<file path="src/rtl/pipelined_wallace_mult.sv">
// Pipelined Wallace-tree multiplier: magnitudes -> carry-save reduction -> final add/negate.
// Define MUL_ACC_EN to add the acc port and a 2*WIDTH-bit multiply-accumulate register.
module pipelined_wallace_mult #(
    parameter int unsigned WIDTH  = 32,
    parameter int unsigned STAGES = 3
) (
    input  logic                 CLK,
    input  logic                 RESET,
    input  logic                 in_valid,
    output logic                 in_ready,
    input  logic [WIDTH-1:0]     a,
    input  logic [WIDTH-1:0]     b,
    input  logic                 signed_mode,
`ifdef MUL_ACC_EN
    input  logic                 acc,
`endif
    output logic                 out_valid,
    input  logic                 out_ready,
    output logic [2*WIDTH-1:0]   z
);

    if (STAGES < 2 || STAGES > 4) begin : g_bad_stages
        $error("pipelined_wallace_mult: STAGES must be in 2..4");
    end
    if (WIDTH < 8 || WIDTH > 64) begin : g_bad_width
        $error("pipelined_wallace_mult: WIDTH must be in 8..64");
    end

    localparam int unsigned MID = (STAGES > 2) ? STAGES - 2 : 0;
    localparam logic [2*WIDTH-1:0] ONE = {{(2*WIDTH-1){1'b0}}, 1'b1};

    // Reduces the WIDTH partial products to a sum/carry pair with 3:2 compressor levels.
    function automatic logic [4*WIDTH-1:0] wallace(input logic [WIDTH-1:0] x, input logic [WIDTH-1:0] y);
        logic [2*WIDTH-1:0] row [WIDTH];
        logic [2*WIDTH-1:0] s, c;
        int unsigned cnt, k;
        for (int unsigned i = 0; i < WIDTH; i++)
            row[i] = y[i] ? ({{WIDTH{1'b0}}, x} << i) : '0;
        cnt = WIDTH;
        for (int unsigned lvl = 0; lvl < WIDTH; lvl++) begin
            if (cnt > 2) begin
                k = 0;
                for (int unsigned i = 0; i < WIDTH; i += 3) begin
                    if (i + 2 < cnt) begin
                        s = row[i] ^ row[i+1] ^ row[i+2];
                        c = ((row[i] & row[i+1]) | (row[i] & row[i+2]) | (row[i+1] & row[i+2])) << 1;
                        row[k]   = s;
                        row[k+1] = c;
                        k = k + 2;
                    end else if (i < cnt) begin
                        row[k] = row[i];
                        k = k + 1;
                        if (i + 1 < cnt) begin
                            row[k] = row[i+1];
                            k = k + 1;
                        end
                    end
                end
                cnt = k;
            end
        end
        return {row[0], row[1]};
    endfunction

    logic                 advance;
    logic                 s1_v_q, s1_v_d, s1_sg_q, s1_sg_d;
    logic [WIDTH-1:0]     s1_ma_q, s1_ma_d, s1_mb_q, s1_mb_d;
    logic [2*WIDTH-1:0]   red_s, red_c;
    logic                 fin_v, fin_sg;
    logic [2*WIDTH-1:0]   fin_s, fin_c, sum_sc, prod, res;
    logic                 out_valid_q, out_valid_d;
    logic [2*WIDTH-1:0]   z_q, z_d;
`ifdef MUL_ACC_EN
    logic                 s1_ac_q, s1_ac_d, fin_ac;
    logic [2*WIDTH-1:0]   acc_q, acc_d;
`endif

    assign advance   = !out_valid_q || out_ready;
    assign in_ready  = advance;
    assign out_valid = out_valid_q;
    assign z         = z_q;

    always_comb begin
        s1_v_d  = s1_v_q;
        s1_sg_d = s1_sg_q;
        s1_ma_d = s1_ma_q;
        s1_mb_d = s1_mb_q;
`ifdef MUL_ACC_EN
        s1_ac_d = s1_ac_q;
`endif
        if (advance) begin
            s1_v_d  = in_valid;
            s1_sg_d = signed_mode & (a[WIDTH-1] ^ b[WIDTH-1]);
            s1_ma_d = (signed_mode & a[WIDTH-1]) ? -a : a;
            s1_mb_d = (signed_mode & b[WIDTH-1]) ? -b : b;
`ifdef MUL_ACC_EN
            s1_ac_d = acc;
`endif
        end
    end

    always_ff @(posedge CLK or negedge RESET) begin
        if (!RESET) begin
            s1_v_q  <= 1'b0;
            s1_sg_q <= 1'b0;
            s1_ma_q <= '0;
            s1_mb_q <= '0;
`ifdef MUL_ACC_EN
            s1_ac_q <= 1'b0;
`endif
        end else begin
            s1_v_q  <= s1_v_d;
            s1_sg_q <= s1_sg_d;
            s1_ma_q <= s1_ma_d;
            s1_mb_q <= s1_mb_d;
`ifdef MUL_ACC_EN
            s1_ac_q <= s1_ac_d;
`endif
        end
    end

    assign {red_s, red_c} = wallace(s1_ma_q, s1_mb_q);

    if (MID == 0) begin : g_no_mid
        // Two-stage build: reduction and final add share the last register level.
        assign fin_v  = s1_v_q;
        assign fin_sg = s1_sg_q;
        assign fin_s  = red_s;
        assign fin_c  = red_c;
`ifdef MUL_ACC_EN
        assign fin_ac = s1_ac_q;
`endif
    end else begin : g_mid
        logic [MID-1:0]     v_q, v_d, sg_q, sg_d;
        logic [2*WIDTH-1:0] s_q [MID];
        logic [2*WIDTH-1:0] s_d [MID];
        logic [2*WIDTH-1:0] c_q [MID];
        logic [2*WIDTH-1:0] c_d [MID];
`ifdef MUL_ACC_EN
        logic [MID-1:0]     ac_q, ac_d;
`endif
        always_comb begin
            v_d  = v_q;
            sg_d = sg_q;
            s_d  = s_q;
            c_d  = c_q;
`ifdef MUL_ACC_EN
            ac_d = ac_q;
`endif
            if (advance) begin
                v_d[0]  = s1_v_q;
                sg_d[0] = s1_sg_q;
                s_d[0]  = red_s;
                c_d[0]  = red_c;
`ifdef MUL_ACC_EN
                ac_d[0] = s1_ac_q;
`endif
                for (int unsigned i = 1; i < MID; i++) begin
                    v_d[i]  = v_q[i-1];
                    sg_d[i] = sg_q[i-1];
                    s_d[i]  = s_q[i-1];
                    c_d[i]  = c_q[i-1];
`ifdef MUL_ACC_EN
                    ac_d[i] = ac_q[i-1];
`endif
                end
            end
        end

        always_ff @(posedge CLK or negedge RESET) begin
            if (!RESET) begin
                v_q  <= '0;
                sg_q <= '0;
                s_q  <= '{default: '0};
                c_q  <= '{default: '0};
`ifdef MUL_ACC_EN
                ac_q <= '0;
`endif
            end else begin
                v_q  <= v_d;
                sg_q <= sg_d;
                s_q  <= s_d;
                c_q  <= c_d;
`ifdef MUL_ACC_EN
                ac_q <= ac_d;
`endif
            end
        end

        assign fin_v  = v_q[MID-1];
        assign fin_sg = sg_q[MID-1];
        assign fin_s  = s_q[MID-1];
        assign fin_c  = c_q[MID-1];
`ifdef MUL_ACC_EN
        assign fin_ac = ac_q[MID-1];
`endif
    end

    always_comb begin
        sum_sc = fin_s + fin_c;
        prod   = fin_sg ? (~sum_sc + ONE) : sum_sc;
`ifdef MUL_ACC_EN
        res    = prod + (fin_ac ? acc_q : '0);
        acc_d  = acc_q;
`else
        res    = prod;
`endif
        out_valid_d = out_valid_q;
        z_d         = z_q;
        if (advance) begin
            out_valid_d = fin_v;
            if (fin_v) begin
                z_d = res;
`ifdef MUL_ACC_EN
                acc_d = res;
`endif
            end
        end
    end

    always_ff @(posedge CLK or negedge RESET) begin
        if (!RESET) begin
            out_valid_q <= 1'b0;
            z_q         <= '0;
`ifdef MUL_ACC_EN
            acc_q       <= '0;
`endif
        end else begin
            out_valid_q <= out_valid_d;
            z_q         <= z_d;
`ifdef MUL_ACC_EN
            acc_q       <= acc_d;
`endif
        end
    end

endmodule

</file>
<file path="config.mk">
export PLATFORM = sky130hd
export DESIGN_NAME = pipelined_wallace_mult
export DESIGN_NICKNAME = d
export VERILOG_FILES = /design/src/rtl/pipelined_wallace_mult.sv
export SDC_FILE = /design/constraint.sdc
export NUM_CORES = 2
export LEC_CHECK = 0
export CORE_UTILIZATION = 35
export CTS_CLUSTER_DIAMETER = 40
export DETAILED_ROUTE_END_ITERATION = 6
export PLACE_DENSITY = 0.49
export SYNTH_ARGS = -nofsm -noshare
export SYNTH_HDL_FRONTEND = slang
export SYNTH_SLANG_ARGS = --single-unit
</file>
<file path="constraint.sdc">
create_clock -name CLK -period 5.02 [get_ports CLK]
set_input_delay 1.004 -clock CLK [delete_from_list [all_inputs] [get_ports CLK]]
set_output_delay 1.004 -clock CLK [all_outputs]
set_load 0.01 [all_outputs]
</file>
## Word-level counts from Yosys, hierarchy flattened

Index checks and enable logic that the tools add are counted.

- Input bits: 69
- Word-level logic and storage cells: 267
- Memories: 0
- RAM bits: 0
- Register bits after elaboration: 260
- Memory bits (read-only): 0
- Bits in latches: 0

- Shifts and indexed selects: 0
- Bitwise logic cells: 215
- Divide/modulo/power cells: 0
- $lt $le $gt $ge: 0
- Equality and inequality tests: 0
- Multipliers: 0
- $add $sub $neg: 4
- Multiplexer cells: 35
- Reduce and logical (&&, ||, !) cells: 3

Operators by type and width:

| cell | number |
|---|---|
| $and A63 B63 Y63 | 24 |
| $or A63 B63 Y63 | 22 |
| $xor A64 B64 Y64 | 14 |
| $or A55 B55 Y55 | 3 |
| $and A56 B63 Y63 | 2 |
| $and A63 B62 Y63 | 2 |
| $or A63 B61 Y63 | 2 |
| $and A53 B55 Y55 | 2 |
| $and A50 B51 Y51 | 2 |
| $xor A50 B51 Y51 | 2 |
| $and A47 B49 Y49 | 2 |
| $mux W32 | 3 |
| $and A42 B47 Y47 | 2 |
| $and A44 B46 Y46 | 2 |
| $or A46 B46 Y46 | 2 |
| $and A41 B42 Y42 | 2 |
| $xor A41 B42 Y42 | 2 |
| $and A38 B41 Y41 | 2 |
| $or A41 B41 Y41 | 2 |
| $and A38 B40 Y40 | 2 |
| $and A35 B37 Y37 | 2 |
| $or A37 B37 Y37 | 2 |
| $add A64 B1 Y64 const B | 1 |
| $add A64 B64 Y64 | 1 |
| 152 further kinds | 155 |

## Logic depth before layout (Yosys ltp)

- Depth after elaboration: 25
- Gate-level depth with buffers: 19

## Worst setup path after synthesis

Ideal clock, no wire load.

- Kind: register to register
- Start point: register s1_ma_q[14]
- End point: register g_mid.s_q (netlist bit fin_s[43])
- Required time: 4.903 ns
- Period minus slack after synthesis: 5.180 ns
- Data arrival time: 5.063 ns
- Cell stages (with the launch flop): 20
- Path buffers: 1
- Path slack: -0.160 ns
- Library setup time: 0.117 ns
- Cell sequence: dfrtp_1 clkbuf_1 nand2_1 fa_1 inv_1 fa_1 inv_1 fa_1 inv_1 fa_1 inv_1 fa_1 inv_1 fa_1 inv_1 fa_1 inv_1 fa_1 nand2_1 nand2_1

- Word-level cells in the longest chain between the ends: 22
- Elaborated cells between the ends (all ways): 81

Ends and longest elaborated chain:

| element | line | text |
|---|---|---|
| start, declared | 67 | `logic [WIDTH-1:0] s1_ma_q, s1_ma_d, s1_mb_q, s1_mb_d;` |
| start signal, assigned | 114 | `s1_ma_q <= s1_ma_d;` |
| $mux W56 or $mux W55 (tied branches) | 38 | `row[i] = y[i] ? ({{WIDTH{1'b0}}, x} << i) : '0;` |
| $and A56 B57 Y57 (tied with other cells) | - |  |
| $or A57 B58 Y58 or $or A54 B55 Y55 (tied branches) | - |  |
| $or A58 B58 Y58 or $or A55 B55 Y55 (tied branches) | - |  |
| $and A63 B59 Y63 or $and A63 B58 Y63 (tied branches) | - |  |
| $or A63 B63 Y63 | 46 | `c = ((row[i] & row[i+1]) \| (row[i] & row[i+2]) \| (row[i+1] & row[i+2])) << 1;` |
| $or A63 B63 Y63 | - |  |
| $and A56 B63 Y63 | 46 |  |
| (+5 left out) | - |  |
| $xor A64 B64 Y64 | 45 | `s = row[i] ^ row[i+1] ^ row[i+2];` |
| $and A63 B63 Y63 | 46 |  |
| $or A63 B63 Y63 (2 in a row) | 46 |  |
| $and A63 B63 Y63 | 46 |  |
| $or A63 B63 Y63 (2 in a row) | 46 |  |
| $xor A64 B64 Y64 | 45 |  |
| $xor A64 B64 Y64 * | 45 |  |
| named net red_s[43] | 68 | `logic [2*WIDTH-1:0] red_s, red_c;` |
| end signal, assigned | 174 | `s_q <= '{default: '0};` |
| end signal, assigned | 182 | `s_q <= s_d;` |
| end, declared | 135 | `logic [2*WIDTH-1:0] s_q [MID];` |

Mark *: on every way through the listed nets, which the timed path passes. The rest lies on a longest branch.
A chain may end at the register's enable or synchronous reset.

## Worst setup path in the final report

- Start point: register s1_ma_q[21]
- End point: register g_mid.s_q (netlist bit fin_s[45])

- Word-level cells in the longest chain between the ends: 22
- Elaborated cells between the ends (all ways): 90

Ends and longest elaborated chain:

| element | line |
|---|---|
| $mux W51 or $mux W50 (tied branches) | 38 |
| $and A50 B51 Y51 or $and A50 B52 Y52 (tied branches) | 46 |
| $or A51 B52 Y52 | 46 |
| $or A52 B52 Y52 | 46 |
| $xor A52 B53 Y53 or $and A52 B53 Y53 (tied branches) | 45, 46 |
| $xor A53 B55 Y55 or $or A53 B55 Y55 (tied branches) | 45, 46 |
| $and A50 B55 Y55 or $or A55 B55 Y55 (tied branches) | 46 |
| $or A51 B55 Y55 or $and A56 B63 Y63 (tied branches) | 46 |
| (+4 left out) | - |
| $xor A64 B64 Y64 or $or A63 B63 Y63 (tied branches) | 45, 46 |
| $xor A64 B64 Y64 | 45 |
| $and A63 B63 Y63 | 46 |
| $or A63 B63 Y63 (2 in a row) | 46 |
| $and A63 B63 Y63 | 46 |
| $or A63 B63 Y63 (2 in a row) | 46 |
| $xor A64 B64 Y64 * (2 in a row) | 45 |
| named net red_s[45] | 68 |

Marks and branches as above.

==> Flow_metrics.wiki <==
{| class="wikitable"
! Metric !! Value
|-
| Syn. warnings || 0
|-
| Half-perimeter wire length after detailed placement || 111 mm
|-
| I/O pins || around 140
|-
| TritonCTS clock tree || built
|-
| Crit path time final || roughly 5.3 ns
|-
| Share of final-layout standard cells stronger than drive strength 1 || 17.4%
|-
| Drt via density || 4.82
|-
| Antenna violations before repair || 1
|-
| Number of rows created at floorplan || about 130
|-
| Final Hold Fails || 0
|-
| Tightest Hold Check Type || in2async
|-
| Most instantiated flip-flop cell in the synthesis netlist || dfrtp_1
|-
| Outcome || finished with violations
|-
| Area share of the largest cell type after synthesis || 39.9%
|-
| Synthesized area divided by synthesized cell count || between 8 and 9 um2
|-
| Arrival time reported for the critical path endpoint || about 5.9 ns
|-
| Post-Synthesis Net Count || 6287
|-
| Buffers from clock root to sink, at most || 3
|-
| Number of nets still failing antenna checks after routing || 0
|-
| Worst-Margin Slew || 1.00 ns
|-
| Core footprint || 128000 um2
|-
| Non-Filler Cell Area, Final || 54900 um2
|-
| Count of vias placed by the detailed router || 34200
|-
| Cell chain of the critical path || buf_6 > and2_4 > fa_2 > fa_1 > inv_1 > fa_1 > inv_2 > fa_1 > inv_2 > fa_1 > inv_2 > fa_1 > inv_1 > fa_1 > inv_2 > fa_2 > nand2_1 > nand2_1
|-
| CTS Sinks || between 200 and 300
|-
| Initial core utilization || 35.5%
|-
| Number of clock buffers inserted by TritonCTS || 48
|-
| Most repeated cell in the gate-level netlist after synthesis || nand2_1
|-
| Post-layout util || roughly 43%
|-
| Worst path max stage delay || approximately 0.6 ns
|-
| Die Height || ~360 um
|-
| Maximum capacitance violations || 0
|-
| Number of instances in the synthesized netlist || 5093
|-
| Grt ovf || 0
|-
| Nature of the critical path endpoint || flop
|-
| Placer's final routability congestion estimate || 0.895
|-
| Pin count of the biggest net entering global routing || around 160
|-
| EDFF count, synth || 0
|-
| Met1 routing resource usage after global routing || 30.5%
|-
| Clock root buffer || clkbuf_16
|-
| Met2 track demand over resource || between 30% and 40%
|-
| Clock latency at the later pin of the worst-skew pair || ~0.62 ns
|-
| Max Fanout on Critical Path || 6
|-
| Clock Skew || between 0.02 and 0.025 ns
|-
| Share of the clock period used by the worst path || 106%
|-
| Classification of the worst setup path || reg2reg
|-
| Top cell by count, worst path || fa_1
|-
| Seq/Total Area, Yosys || approximately 14%
|-
| Via count of the first global-routing pass || between 30000 and 40000
|-
| Library cell occupying the most area in the post-synthesis netlist || fa_1
|-
| Async set-or-reset flop fraction in the synthesized netlist || 100%
|-
| First-pass iteration count of the detailed router || 7
|-
| Chip Width || about 360 um
|-
| Cts-stage hold buffer count || 0
|-
| Max-slew violation count || 0
|-
| Summed instance area of the synthesized netlist || between 40000 and 50000 um2
|-
| Met3 Resource Use GR || about 4.8%
|-
| Placed cells || ~6900
|-
| Worst slew margin relative to its limit || between 30% and 40%
|-
| Area after DPL || 50600 um2
|-
| Clock slew seen by the registers of the worst setup and hold paths || around 0.050 ns
|-
| Post-route worst setup slack || -0.306 ns
|-
| Timing-limited maximum frequency || about 0.19 GHz
|-
| Setup Viol. Count Final || between 60 and 70
|-
| Synth-to-layout area growth || 20.6%
|-
| Maximum level of the CTS H-tree || 2
|-
| NumNets Final || about 6500
|-
| Post-synthesis register bit count || roughly 250
|-
| First-pass GRT wire length || 216 mm
|-
| Cell at the slowest stage of the critical path || fa_1
|-
| Drt initial violations || ~1900
|-
| Distinct cell type count of the synthesized netlist || a little under 100
|-
| Data required, critical path || between 5 and 6 ns
|-
| DRC viols || 0
|-
| Number of non-filler instances in the completed layout || 7095
|-
| Detailed-route wire length per cell || around 19 um
|-
| Final hold slack || roughly 0.32 ns
|-
| Layer carrying the most global-route usage || met2
|-
| GRT Util Overall || between 20% and 30%
|-
| Failing checks || setup timing
|-
| Overall die area || roughly 130000 um2
|-
| Total of buffers placed on input and output ports || 134
|-
| Area contributors post-synth || fa_1, dfrtp_1, and2_1
|-
| CP Launch Type || flop
|-
| Post-detailed-routing wire length || approximately 140 mm
|-
| Synth top cells by count || nand2_1, fa_1, inv_1, and2_1, clkbuf_1
|-
| RSZ-0062 raised after global routing || yes
|}
## routing by layer
layer,routed length [um],up-vias
li1,-,15900
met1,65400,17400
met3,8990,166
met4,2520,2
met2,59300,796
met5,38,-
## registers in the layout (all words and copies together), names as in the netlist
| signal | count |
|---|---|
| fin_c | 55 |
| fin_s | 63 |
| s1_ma_q | 32 |
| s1_v_q | 1 |
| fin_sg | 1 |
| s1_mb_q | 32 |
| fin_v | 1 |
| out_valid | 1 |
| z | 64 |
| s1_sg_q | 1 |
## cell type report
type | count | area, um2
flip-flops and latches | 251 | 6320
fillers | 12700 | 73500
clock inverters | 29 | 393
well taps | 1729 | 2160
repair buffers | 480 | 5430
clock buffers | 61 | 1330
inverters | 861 | 3230
diodes | 1 | 2.50
multi-input cells | 3683 | 36000
## placed cells by master (no fill, tap or decap), types with 95 or more instances in the layout
cell             netlist  final
nand2_1              995    942
inv_1                860    765
fa_1                 908    761
and2_1               638    563
dfrtp_1              251    216
o21ai_0              209    209
buf_4                  1    181
ha_1                 217    180
fa_2                   0    147
clkdlybuf4s50_1        0    133
inv_2                  1     95
## logic make-up (layout without fill, tap and decap cells)
group / count (synthesis) / count (layout) / share of synthesized area (%)
flops: 251 / 251 / 13.8
simple gates: 1890 / 1890 / 20.2
buf+inv: 1159 / 1431 / 9.67
xor+xnor: 148 / 148 / 2.86
other cells: 0 / 1 / 0
fa+ha+maj: 1125 / 1125 / 45.9
compound gates: 511 / 511 / 7.39
mux: 9 / 9 / 0.206
## through the flow
stage               setup slack (ns)  setup TNS (ns)
global placement              -0.486          -22.09
global route                  -0.446          -19.70
CTS                           -0.346          -10.23
detailed placement            -0.483          -24.11
finish                        -0.306          -11.02
floorplan                    -0.0267         -0.0500
## final timing paths
kind                                          from                       to  slack (ns)  cells past startpoint
max                        s1_ma_q[21]$_DFFE_PN0N_    fin_s[45]$_DFFE_PN0N_       -0.31                     18
max in group asynchronous                    RESET  s1_mb_q[26]$_DFFE_PN0N_        3.55                      2
min                                          RESET        z[10]$_DFFE_PN0P_        0.32                      1
min in group CLK             fin_s[42]$_DFFE_PN0N_    fin_s[42]$_DFFE_PN0N_        0.47                      2
max reg2reg                s1_ma_q[21]$_DFFE_PN0N_    fin_s[45]$_DFFE_PN0N_       -0.31                     18
min reg2reg                  fin_s[42]$_DFFE_PN0N_    fin_s[42]$_DFFE_PN0N_        0.47                      2
## worst max-delay path: cells and delay by family (launching register included)
| kind | cells | cell delay [ns] |
|---|---|---|
| and+or+nand+nor | 3 | 0.27 |
| buffers and inverters | 7 | 0.42 |
| DFF | 1 | 0.50 |
| adders and majority gates | 8 | 4.05 |
## timing repair
action,CTS,global route
setup buffers,69,28
setup endpoints to repair,81,85
cloned,7,3
pin swaps,159,247
gates resized for setup,271,299
Power is left out: the tool's default activity adds up to more than one toggle a clock period on the data nets, which glitch-free logic cannot reach.
